`src/rtl/seven_seg_pkg.sv`:
```
// Shared seven-segment definitions: active-low segment codes (index 0 = segment a),
// hex decode helper and default sizing for the scan controller.
package seven_seg_pkg;

    localparam int NUM_DIGITS_DEFAULT     = 4;
    localparam int REFRESH_CYCLES_DEFAULT = 100000;
    localparam int BRIGHT_W_DEFAULT       = 4;

    localparam logic [0:6] SEG_0 = 7'b000_0001;
    localparam logic [0:6] SEG_1 = 7'b100_1111;
    localparam logic [0:6] SEG_2 = 7'b001_0010;
    localparam logic [0:6] SEG_3 = 7'b000_0110;
    localparam logic [0:6] SEG_4 = 7'b100_1100;
    localparam logic [0:6] SEG_5 = 7'b010_0100;
    localparam logic [0:6] SEG_6 = 7'b010_0000;
    localparam logic [0:6] SEG_7 = 7'b000_1111;
    localparam logic [0:6] SEG_8 = 7'b000_0000;
    localparam logic [0:6] SEG_9 = 7'b000_0100;
    localparam logic [0:6] SEG_A = 7'b000_1000;
    localparam logic [0:6] SEG_B = 7'b110_0000;
    localparam logic [0:6] SEG_C = 7'b011_0001;
    localparam logic [0:6] SEG_D = 7'b100_0010;
    localparam logic [0:6] SEG_E = 7'b011_0000;
    localparam logic [0:6] SEG_F = 7'b011_1000;

    localparam logic [0:6] SEG_BLANK = 7'b111_1111;

    function automatic logic [0:6] hex_to_seg(input logic [3:0] nibble);
        hex_to_seg = SEG_BLANK;
        case (nibble)
            4'h0: hex_to_seg = SEG_0;
            4'h1: hex_to_seg = SEG_1;
            4'h2: hex_to_seg = SEG_2;
            4'h3: hex_to_seg = SEG_3;
            4'h4: hex_to_seg = SEG_4;
            4'h5: hex_to_seg = SEG_5;
            4'h6: hex_to_seg = SEG_6;
            4'h7: hex_to_seg = SEG_7;
            4'h8: hex_to_seg = SEG_8;
            4'h9: hex_to_seg = SEG_9;
            4'hA: hex_to_seg = SEG_A;
            4'hB: hex_to_seg = SEG_B;
            4'hC: hex_to_seg = SEG_C;
            4'hD: hex_to_seg = SEG_D;
            4'hE: hex_to_seg = SEG_E;
            4'hF: hex_to_seg = SEG_F;
            default: hex_to_seg = SEG_BLANK;
        endcase
    endfunction

endpackage

```
`src/rtl/seven_seg_scan_ctrl_if.sv`:
```
// Display-data update port: the source offers nibbles/dp with valid, the
// scan controller raises ready only on the frame-boundary cycle.
interface seven_seg_scan_ctrl_if
    import seven_seg_pkg::*;
#(
    parameter int NUM_DIGITS = NUM_DIGITS_DEFAULT
);

    logic                    upd_valid;
    logic                    upd_ready;
    logic [4*NUM_DIGITS-1:0] upd_nibbles;
    logic [NUM_DIGITS-1:0]   upd_dp;

    modport master (
        output upd_valid,
        output upd_nibbles,
        output upd_dp,
        input  upd_ready
    );

    modport slave (
        input  upd_valid,
        input  upd_nibbles,
        input  upd_dp,
        output upd_ready
    );

endinterface

```
`src/rtl/seven_seg_decode.sv`:
```
// Combinational hex nibble to active-low segment decode with a blank override,
// shared by the display blocks.
module seven_seg_decode
    import seven_seg_pkg::*;
(
    input  logic [3:0] nibble_i,
    input  logic       blank_i,
    output logic [0:6] seg_o
);

    assign seg_o = blank_i ? SEG_BLANK : hex_to_seg(nibble_i);

endmodule

```
`src/rtl/seven_seg_scan_ctrl.sv`:
```
// N-digit multiplexed common-anode seven-segment scanner with hex decode, leading-zero
// blanking, PWM brightness and frame-synchronised updates. Optional blink: SEVEN_SEG_BLINK_EN.
module seven_seg_scan_ctrl
    import seven_seg_pkg::*;
#(
    parameter int NUM_DIGITS     = NUM_DIGITS_DEFAULT,
    parameter int REFRESH_CYCLES = REFRESH_CYCLES_DEFAULT,
    parameter int BRIGHT_W       = BRIGHT_W_DEFAULT
`ifdef SEVEN_SEG_BLINK_EN
    ,
    parameter int BLINK_FRAMES   = 125
`endif
) (
    input  logic                  clk_100MHz,
    input  logic                  reset,
    seven_seg_scan_ctrl_if.slave  upd,
    input  logic                  blank_lz,
    input  logic [BRIGHT_W-1:0]   brightness,
`ifdef SEVEN_SEG_BLINK_EN
    input  logic [NUM_DIGITS-1:0] blink_mask,
`endif
    output logic [0:6]            seg,
    output logic                  dp,
    output logic [NUM_DIGITS-1:0] digit,
    output logic                  frame_tick
);

    localparam int TIMER_W = $clog2(REFRESH_CYCLES);
    localparam int SEL_W   = $clog2(NUM_DIGITS);
    localparam logic [TIMER_W-1:0] TIMER_LAST = TIMER_W'(REFRESH_CYCLES - 1);
    localparam logic [SEL_W-1:0]   SEL_LAST   = SEL_W'(NUM_DIGITS - 1);

    logic [TIMER_W-1:0]      timer_q, timer_d;
    logic [SEL_W-1:0]        sel_q, sel_d;
    logic [BRIGHT_W-1:0]     pwm_q;
    logic [4*NUM_DIGITS-1:0] nib_q;
    logic [NUM_DIGITS-1:0]   dp_shadow_q;
    logic                    tick_q;
    logic [0:6]              seg_q, seg_d;
    logic                    dp_q, dp_d;
    logic [NUM_DIGITS-1:0]   digit_q, digit_d;

    logic                    timer_last;
    logic                    frame_end;
    logic [NUM_DIGITS-1:0]   lz_blank;
    logic [3:0]              cur_nib;
    logic                    cur_blank;
    logic                    hide;

    always_comb begin
        timer_last = (timer_q == TIMER_LAST);
        frame_end  = timer_last && (sel_q == SEL_LAST);
        timer_d    = timer_last ? '0 : timer_q + 1'b1;
        sel_d      = sel_q;
        if (timer_last) begin
            sel_d = (sel_q == SEL_LAST) ? '0 : sel_q + 1'b1;
        end
    end

    assign upd.upd_ready = frame_end;

    // Walk down from the most significant digit; a non-zero nibble or a lit dp ends the zero run.
    always_comb begin
        logic leading;
        leading  = blank_lz;
        lz_blank = '0;
        for (int i = NUM_DIGITS - 1; i > 0; i--) begin
            if (leading && (nib_q[4*i +: 4] == 4'h0) && !dp_shadow_q[i]) begin
                lz_blank[i] = 1'b1;
            end else begin
                leading = 1'b0;
            end
        end
    end

`ifdef SEVEN_SEG_BLINK_EN
    localparam int BLINK_W = (BLINK_FRAMES > 1) ? $clog2(BLINK_FRAMES) : 1;
    localparam logic [BLINK_W-1:0] BLINK_LAST = BLINK_W'(BLINK_FRAMES - 1);

    logic [BLINK_W-1:0] blink_cnt_q;
    logic               blink_off_q;

    always_ff @(posedge clk_100MHz or negedge reset) begin
        if (!reset) begin
            blink_cnt_q <= '0;
            blink_off_q <= 1'b0;
        end else if (frame_end) begin
            if (blink_cnt_q == BLINK_LAST) begin
                blink_cnt_q <= '0;
                blink_off_q <= ~blink_off_q;
            end else begin
                blink_cnt_q <= blink_cnt_q + 1'b1;
            end
        end
    end

    assign hide = blink_off_q && blink_mask[sel_q];
`else
    assign hide = 1'b0;
`endif

    assign cur_nib   = nib_q[4*sel_q +: 4];
    assign cur_blank = lz_blank[sel_q] | hide;

    seven_seg_decode u_decode (
        .nibble_i (cur_nib),
        .blank_i  (cur_blank),
        .seg_o    (seg_d)
    );

    always_comb begin
        dp_d    = ~(dp_shadow_q[sel_q] & ~cur_blank);
        digit_d = '1;
        if ((pwm_q <= brightness) && !hide) begin
            digit_d[sel_q] = 1'b0;
        end
    end

    // Segments and anodes share one register stage so they always switch together.
    always_ff @(posedge clk_100MHz or negedge reset) begin
        if (!reset) begin
            timer_q     <= '0;
            sel_q       <= '0;
            pwm_q       <= '0;
            nib_q       <= '0;
            dp_shadow_q <= '0;
            tick_q      <= 1'b0;
            seg_q       <= SEG_BLANK;
            dp_q        <= 1'b1;
            digit_q     <= '1;
        end else begin
            timer_q <= timer_d;
            sel_q   <= sel_d;
            pwm_q   <= pwm_q + 1'b1;
            tick_q  <= frame_end;
            seg_q   <= seg_d;
            dp_q    <= dp_d;
            digit_q <= digit_d;
            if (upd.upd_valid && frame_end) begin
                nib_q       <= upd.upd_nibbles;
                dp_shadow_q <= upd.upd_dp;
            end
        end
    end

    assign seg        = seg_q;
    assign dp         = dp_q;
    assign digit      = digit_q;
    assign frame_tick = tick_q;

endmodule

```
`src/flat_wrapper.sv`:
```
// flat-port wrapper written by rule: the top's interface ports become plain ports
module seven_seg_scan_ctrl_flat import seven_seg_pkg::*;
#(
    parameter int NUM_DIGITS     = NUM_DIGITS_DEFAULT,
    parameter int REFRESH_CYCLES = REFRESH_CYCLES_DEFAULT,
    parameter int BRIGHT_W       = BRIGHT_W_DEFAULT

)
  (clk_100MHz, reset, blank_lz, brightness, seg, dp, digit, frame_tick, upd_upd_valid, upd_upd_nibbles, upd_upd_dp, upd_upd_ready);
  seven_seg_scan_ctrl_if #(.NUM_DIGITS(NUM_DIGITS)) upd_i ();
  input  logic clk_100MHz;
  input  logic reset;
  input  logic blank_lz;
  input  logic [BRIGHT_W-1:0] brightness;
  output logic [0:6] seg;
  output logic dp;
  output logic [NUM_DIGITS-1:0] digit;
  output logic frame_tick;
  input wire logic [$bits(upd_i.upd_valid)-1:0] upd_upd_valid;
  input wire logic [$bits(upd_i.upd_nibbles)-1:0] upd_upd_nibbles;
  input wire logic [$bits(upd_i.upd_dp)-1:0] upd_upd_dp;
  output wire logic [$bits(upd_i.upd_ready)-1:0] upd_upd_ready;
  assign upd_i.upd_valid = upd_upd_valid;
  assign upd_i.upd_nibbles = upd_upd_nibbles;
  assign upd_i.upd_dp = upd_upd_dp;
  assign upd_upd_ready = upd_i.upd_ready;
  seven_seg_scan_ctrl #(.NUM_DIGITS(NUM_DIGITS), .REFRESH_CYCLES(REFRESH_CYCLES), .BRIGHT_W(BRIGHT_W)) u_core (.clk_100MHz(clk_100MHz), .reset(reset), .upd(upd_i), .blank_lz(blank_lz), .brightness(brightness), .seg(seg), .dp(dp), .digit(digit), .frame_tick(frame_tick));
endmodule
```
`config.mk`:
```
export PLATFORM = sky130hd
export DESIGN_NAME = seven_seg_scan_ctrl_flat
export DESIGN_NICKNAME = d
export VERILOG_FILES = /design/src/rtl/seven_seg_pkg.sv /design/src/rtl/seven_seg_scan_ctrl_if.sv /design/src/rtl/seven_seg_decode.sv /design/src/rtl/seven_seg_scan_ctrl.sv /design/src/flat_wrapper.sv
export SDC_FILE = /design/constraint.sdc
export NUM_CORES = 1
export LEC_CHECK = 0
export CAP_MARGIN = 20
export CORE_ASPECT_RATIO = 1.5
export CORE_MARGIN = 4
export CORE_UTILIZATION = 44
export DETAILED_ROUTE_END_ITERATION = 6
export GPL_TIMING_DRIVEN = 0
export PLACE_DENSITY = 0.76
export SETUP_SLACK_MARGIN = 0.15
export SYNTH_ARGS = -nofsm -noshare
export SYNTH_HDL_FRONTEND = slang
export SYNTH_SLANG_ARGS = --single-unit
export TNS_END_PERCENT = 100
```
`constraint.sdc`:
```
create_clock -name clk_100MHz -period 3.05 [get_ports clk_100MHz]
set_clock_uncertainty 0.2 [all_clocks]
set_input_delay 0.4575 -clock clk_100MHz [delete_from_list [all_inputs] [get_ports clk_100MHz]]
set_output_delay 0.4575 -clock clk_100MHz [all_outputs]
set_load 0.005 [all_outputs]
```
==> results of run 1 <==
-- power by group --
group | internal (uW) | switching [uW]
registers | 743 | 0.0972
clock network | 208 | 223
logic | 36.6 | 21.9
-- routing by layer --
layer | routed length (um) | vias to the layer above
li1 | - | 900
met1 | 2170 | 886
met2 | 2530 | 33
met3 | 169 | 5
met4 | 70 | 0
met5 | 0 | -
-- worst paths after layout --
path	to	from	cells past startpoint	slack, ns
min reg2reg	u_core.pwm_q[0]	u_core.pwm_q[0]	1	0.28
min	u_core.pwm_q[0]	u_core.pwm_q[0]	1	0.28
min in group asynchronous	u_core.nib_q[3]	reset	2	0.42
max	upd_upd_ready	u_core.timer_q[0]	6	0.26
max in group asynchronous	u_core.dp	reset	3	1.63
max reg2reg	u_core.seg[0]	u_core.sel_q[0]	8	0.62
-- stage by stage --
stage / worst slack, ns / hold slack (ns)
global placement: -0.298 / 0.266
CTS: 0.0566 / 0.289
global route: 0.132 / 0.305
detailed placement: 0.0804 / 0.221
floorplan: 0.333 / -0.0381
finish: 0.259 / 0.284
-- cell usage after synthesis, types with 2 or more instances --
cell      count
dfstp_2      12
buf_6         3
xor2_1        7
nor2b_1       2
nor3_1        6
xnor2_1      10
o221ai_1      3
mux2i_1      11
nand3_1      11
o21a_1        2
dfrtp_1      44
mux2_2       22
o21ai_0       4
and2_1        2
and4_1        2
nand4b_1      2
nor2_1       15
ha_1         16
nand2_1      14
nand4_1       3
inv_1         9
and3_1        3
o211ai_1      2
mux4_2        2
a21oi_1       4
-- sequential cells by signal, summed over array words and instances, names as in the netlist --
signal and cells:
u_core.digit 4, u_core.dp 1, u_core.dp_shadow_q 4, u_core.frame_tick 1
u_core.nib_q 16, u_core.pwm_q 4, u_core.seg 7, u_core.sel_q 2
u_core.timer_q 17
-- cell type report --
cell class / instances / area, um^2
Buffer: 5 / 52.6
Clock buffer: 8 / 100
Fill cell: 547 / 2730
Inverter: 10 / 37.5
Multi-Input combinational cell: 154 / 1250
Sequential cell: 56 / 1420
Tap cell: 74 / 92.6
Timing Repair Buffer: 44 / 443
-- cells by family after synthesis --
kind of cell,count (synthesis)
flip-flops,56
AND/OR/NAND/NOR,65
adder cells (fa/ha/maj),16
buffers and inverters,16
AO/OA/AOI/OAI,20
XOR/XNOR,17
multiplexers,36
-- worst max-delay path: stages, from the launching register on --
cell and delay [ns]:
dfrtp_1 0.39, ha_1 0.22, and4_4 0.27, nand2_1 0.10
nor3_2 0.17, and2_4 0.19, clkdlybuf4s50_1 0.49
-- timing repair --
item	4_1_cts	5_1_grt
resized for setup	2	4
hold buffers	1	0
hold endpoints to repair	14	0
buffers inserted	0	1
endpoints found under the setup margin	2	2
pin swaps	0	1
==> impl_metrics.toml, run 1 <==
[yosys]
synthCells = 226
yosys_most_used_dff = "dfrtp_1"
yosys_register_bits = 56
ys_top_cells_by_area = "dfrtp_1 40%, dfstp_2 11%, mux2_2 9.0%"
ys_warn_count = 0
synth-xor-area-share_pct = 5.38
synth_edf_count = 0
netlist.area_leader.share_pct = 39.8
muxShareOfSynthArea_pct = 15.5
synth_top_family_by_area = "multiplexers"
synth.distinct_cells = 40
synth.avg_cell_area_um2 = 12.2
syn-cell-area_um2 = 2770
synthSimpleGateAreaFrac_pct = 12.1
yosysSeqAreaShare_pct = 51.2
synth_top_cell_by_area = "dfrtp_1"
synth_nets = 270
synth-async-reset-ratio_pct = 100
synthAdderAreaFrac_pct = 7.24
synth_compound_area_share_pct = 4.89

[job]
drv_cap = 0

[place]
placed_cells = 342
dp_hpwl_mm = 3.79
portBuffers = 41
gp_congestion = 0.820
dpl_cell_area_um2 = 3280

[pwr]
p_leak_uw = 0.00154
p_total_uw = 1230
powerDensity_nw_per_um2 = 363
ir_worst_vdd_mv = 0.356

[worst_hold_path]
worst_hold_path_type = "register to register"

[floorplan]
die_height_um = 105
core_area_um2 = 6130
die_area_um2 = 7640
die_w_um = 72.7
row_count = 35
start_util_pct = 45.1
pin_count = 42

[route]
drc = 0
dr_total_vias = 1824
viasPerCell = 5.20
drt-pass1-iter-count = 4
drt_iter0_markers = 69
routed_wl_mm = 4.94
drtAntennaViolNets = 0
wl_per_cell_um = 14.1

[clocking]
numCtsBuffers = 5
cts_buffer_depth = 2
cts.htree.levels = 2
clk_latency_ns = 0.30
cts_root_buf = "clkbuf_8"
clk_pin_slew_ns = 0.09
tritoncts = "yes"
clkSinkCount = 56

[global_routing]
grt_first_pass_wirelength_mm = 8.46
grt_util_all_layers_pct = 13.8
top_usage_layer = "met2"
grtUsageMet1_pct = 17.7
globalRouteOverflowTotal = 0
antenna_found_initial = 0
grtUsageMet2_pct = 23.4
grt_pass1_vias = 1856
grt_max_degree = 39
grt_use_met3_pct = 2.02

[timing]
grt_setup_unrepaired = "yes"
maxSlewViolCount = 0
period_needed_ns = 2.79
max_slew_margin_pct = 71.3
tightest_slew_ns = 0.419
period_share_pct = 91.5
hold_viol = 0
setup_tns_ns = 0
setup_violations = 0
fmax_mhz = 358

[worst_setup_path]
worstPathArrival_ns = 2.13
cp_max_fo = 5
worstSetupEndpointType = "output pin"
crit_type = "register to output pin"
critPathLaunchType = "register"
required_ns = 2.39

[cells_and_area]
finish.utilization_pct = 55.4
drive_above_1_share_pct = 20.9
syn_to_final_growth_pct = 22.9
mostFrequentLayoutCells = "43 x dfrtp_1, 40 x clkdlybuf4s50_1, 22 x mux2_2"
fin_cells = 351
nNetsFinal = 320
final_common_cell = "dfrtp_1"
final_area_um2 = 3400
diodes = 0

[outcome]
status = "finished, final reports clean"
Note: power is estimated with default switching activity, not from simulation.
==> inputs of run 2 (changes only) <==
- RECOVER_POWER: unset -> 100
==> run 2 against run 1 <==
Global-route usage unchanged. Cell count unchanged. Combinational power down 5.8%. Final area down 1.1%. Worst hold slack about the same.
==> impl_metrics.toml, run 2 (synthesis gave the netlist of run 1 again) <==
[outcome]
status = "finished, final reports clean"

[pwr]
ir_worst_vdd_mv = 0.357
p_leak_uw = 0.00153
powerDensity_nw_per_um2 = 366

[clocking]
clk_pin_slew_ns = 0.09
cts_buffer_depth = 2
numCtsBuffers = 5
cts_root_buf = "clkbuf_8"
clk_latency_ns = 0.30
clkSinkCount = 56
cts.htree.levels = 2
tritoncts = "yes"

[cells_and_area]
mostFrequentLayoutCells = "44 x dfrtp_1, 25 x clkdlybuf4s50_1, 22 x mux2_2"
nNetsFinal = 320
syn_to_final_growth_pct = 21.4
n_fill_cell = 553
final_common_cell = "dfrtp_1"
diodes = 0
drive_above_1_share_pct = 18.8
top_register = "u_core.timer_q"
largest_register_ffs = 17
fin_cells = 351

[timing]
setup_violations = 0
fmax_mhz = 350
max_slew_margin_pct = 36.6
period_share_pct = 93.6
whs_ns = 0.283
tightest_slew_ns = 0.952
setup_ws_ns = 0.196
grt_setup_unrepaired = "yes"
period_needed_ns = 2.85
maxSlewViolCount = 0
hold_viol = 0

[route]
routed_wl_mm = 4.93
dr_total_vias = 1840
viasPerCell = 5.24
drt_iter0_markers = 91
drt-pass1-iter-count = 4
drtAntennaViolNets = 0
drc = 0
wl_per_cell_um = 14.1

[worst_hold_path]
worst_hold_path_type = "register to register"
min_from = "u_core.pwm_q[0]"
min_path_cells = 1
whs_endpoint = "u_core.pwm_q[0]"

[worst_setup_path]
reg2regPathDepth = 7
required_ns = 2.39
cp_max_fo = 5
worstSetupEndpointType = "output pin"
r2r_slack_ns = 0.39
crit_type = "register to output pin"
worstPathArrival_ns = 2.20
critPathLaunchType = "register"
worstReg2RegEnd = "u_core.nib_q[14]"
r2r_start = "u_core.timer_q[0]"

[global_routing]
grt_pass1_vias = 1856
globalRouteOverflowTotal = 0
antenna_found_initial = 0
grt_first_pass_wirelength_mm = 8.46
grt_util_all_layers_pct = 13.8
grt_max_degree = 39

[place]
pre_cts_ws_ns = 0.0804
portBuffers = 41
dp_hpwl_mm = 3.79
placed_cells = 342
gp_congestion = 0.820

[job]
drv_cap = 0

[floorplan]
die_w_um = 72.7
die_area_um2 = 7640
start_util_pct = 45.1
pin_count = 42
core_area_um2 = 6130
die_height_um = 105
row_count = 35
[run 2: repair_timing]
| item | 4_1_cts | 5_1_grt |
|---|---|---|
| endpoints found under the hold margin | 14 | 0 |
| pin swaps | 0 | 1 |
| gates cloned | 0 | 0 |
| resized for setup | 2 | 4 |
| setup endpoints to repair | 2 | 2 |
| setup buffers | 0 | 1 |
| hold buffers | 1 | 0 |
[run 2: worst max-delay path, stage by stage, from the launching register on]
cell	delay (ns)
dfrtp_1	0.39
ha_1	0.22
and4_4	0.27
nand2_1	0.09
nor3_2	0.17
and2_4	0.19
dlygate4sd3_1	0.56
[run 2: metrics by stage]
stage	area (um^2)	power [uW]	TNS (ns)	util, %
floorplan	2770	763	0	-
finish	3360	1230	0	54.8
global route	3360	1280	0	54.8
detailed placement	3280	817	0	53.6
CTS	3390	1250	0	55.4
global placement	3270	813	-13.02	53.3
[run 2: layer usage]
layer,track usage (%),vias to the layer above,part of all wire [%],wire length (um)
met5,0,-,0,0
met4,4.75,0,1.5,76
met1,17.7,891,43,2110
met3,2.02,5,4.1,201
met2,23.4,41,52,2540
li1,-,903,-,-
[run 2: report_power, final]
group | switching (uW) | internal (uW) | total (uW)
clock | 225 | 208 | 432
sequential | 0.0814 | 743 | 743
combinational | 21.2 | 33.8 | 55.0
[run 2: worst max path at each step]
| stage | start | endpoint | slack (ns) |
|---|---|---|---|
| global route | u_core.timer_q[0] | upd_upd_ready | 0.07 |
| floorplan | u_core.sel_q[0] | u_core.seg[0] | 0.33 |
| finish | u_core.timer_q[0] | upd_upd_ready | 0.20 |
| CTS | u_core.timer_q[0] | upd_upd_ready | 0.06 |
| detailed placement | u_core.sel_q[0] | u_core.seg[0] | 0.08 |
| global placement | reset | u_core.dp_shadow_q[3] | -0.30 |
[run 2: final cells by class]
class	instances	area (um^2)	share of cell area [%]
plain buffers	5	36.3	1.08
clock buffers	8	100	2.98
inverters	10	37.5	1.12
multi-input cells	154	1250	37.2
flip-flops and latches	56	1420	42.2
well taps	74	92.6	2.76
repair buffers	44	427	12.7
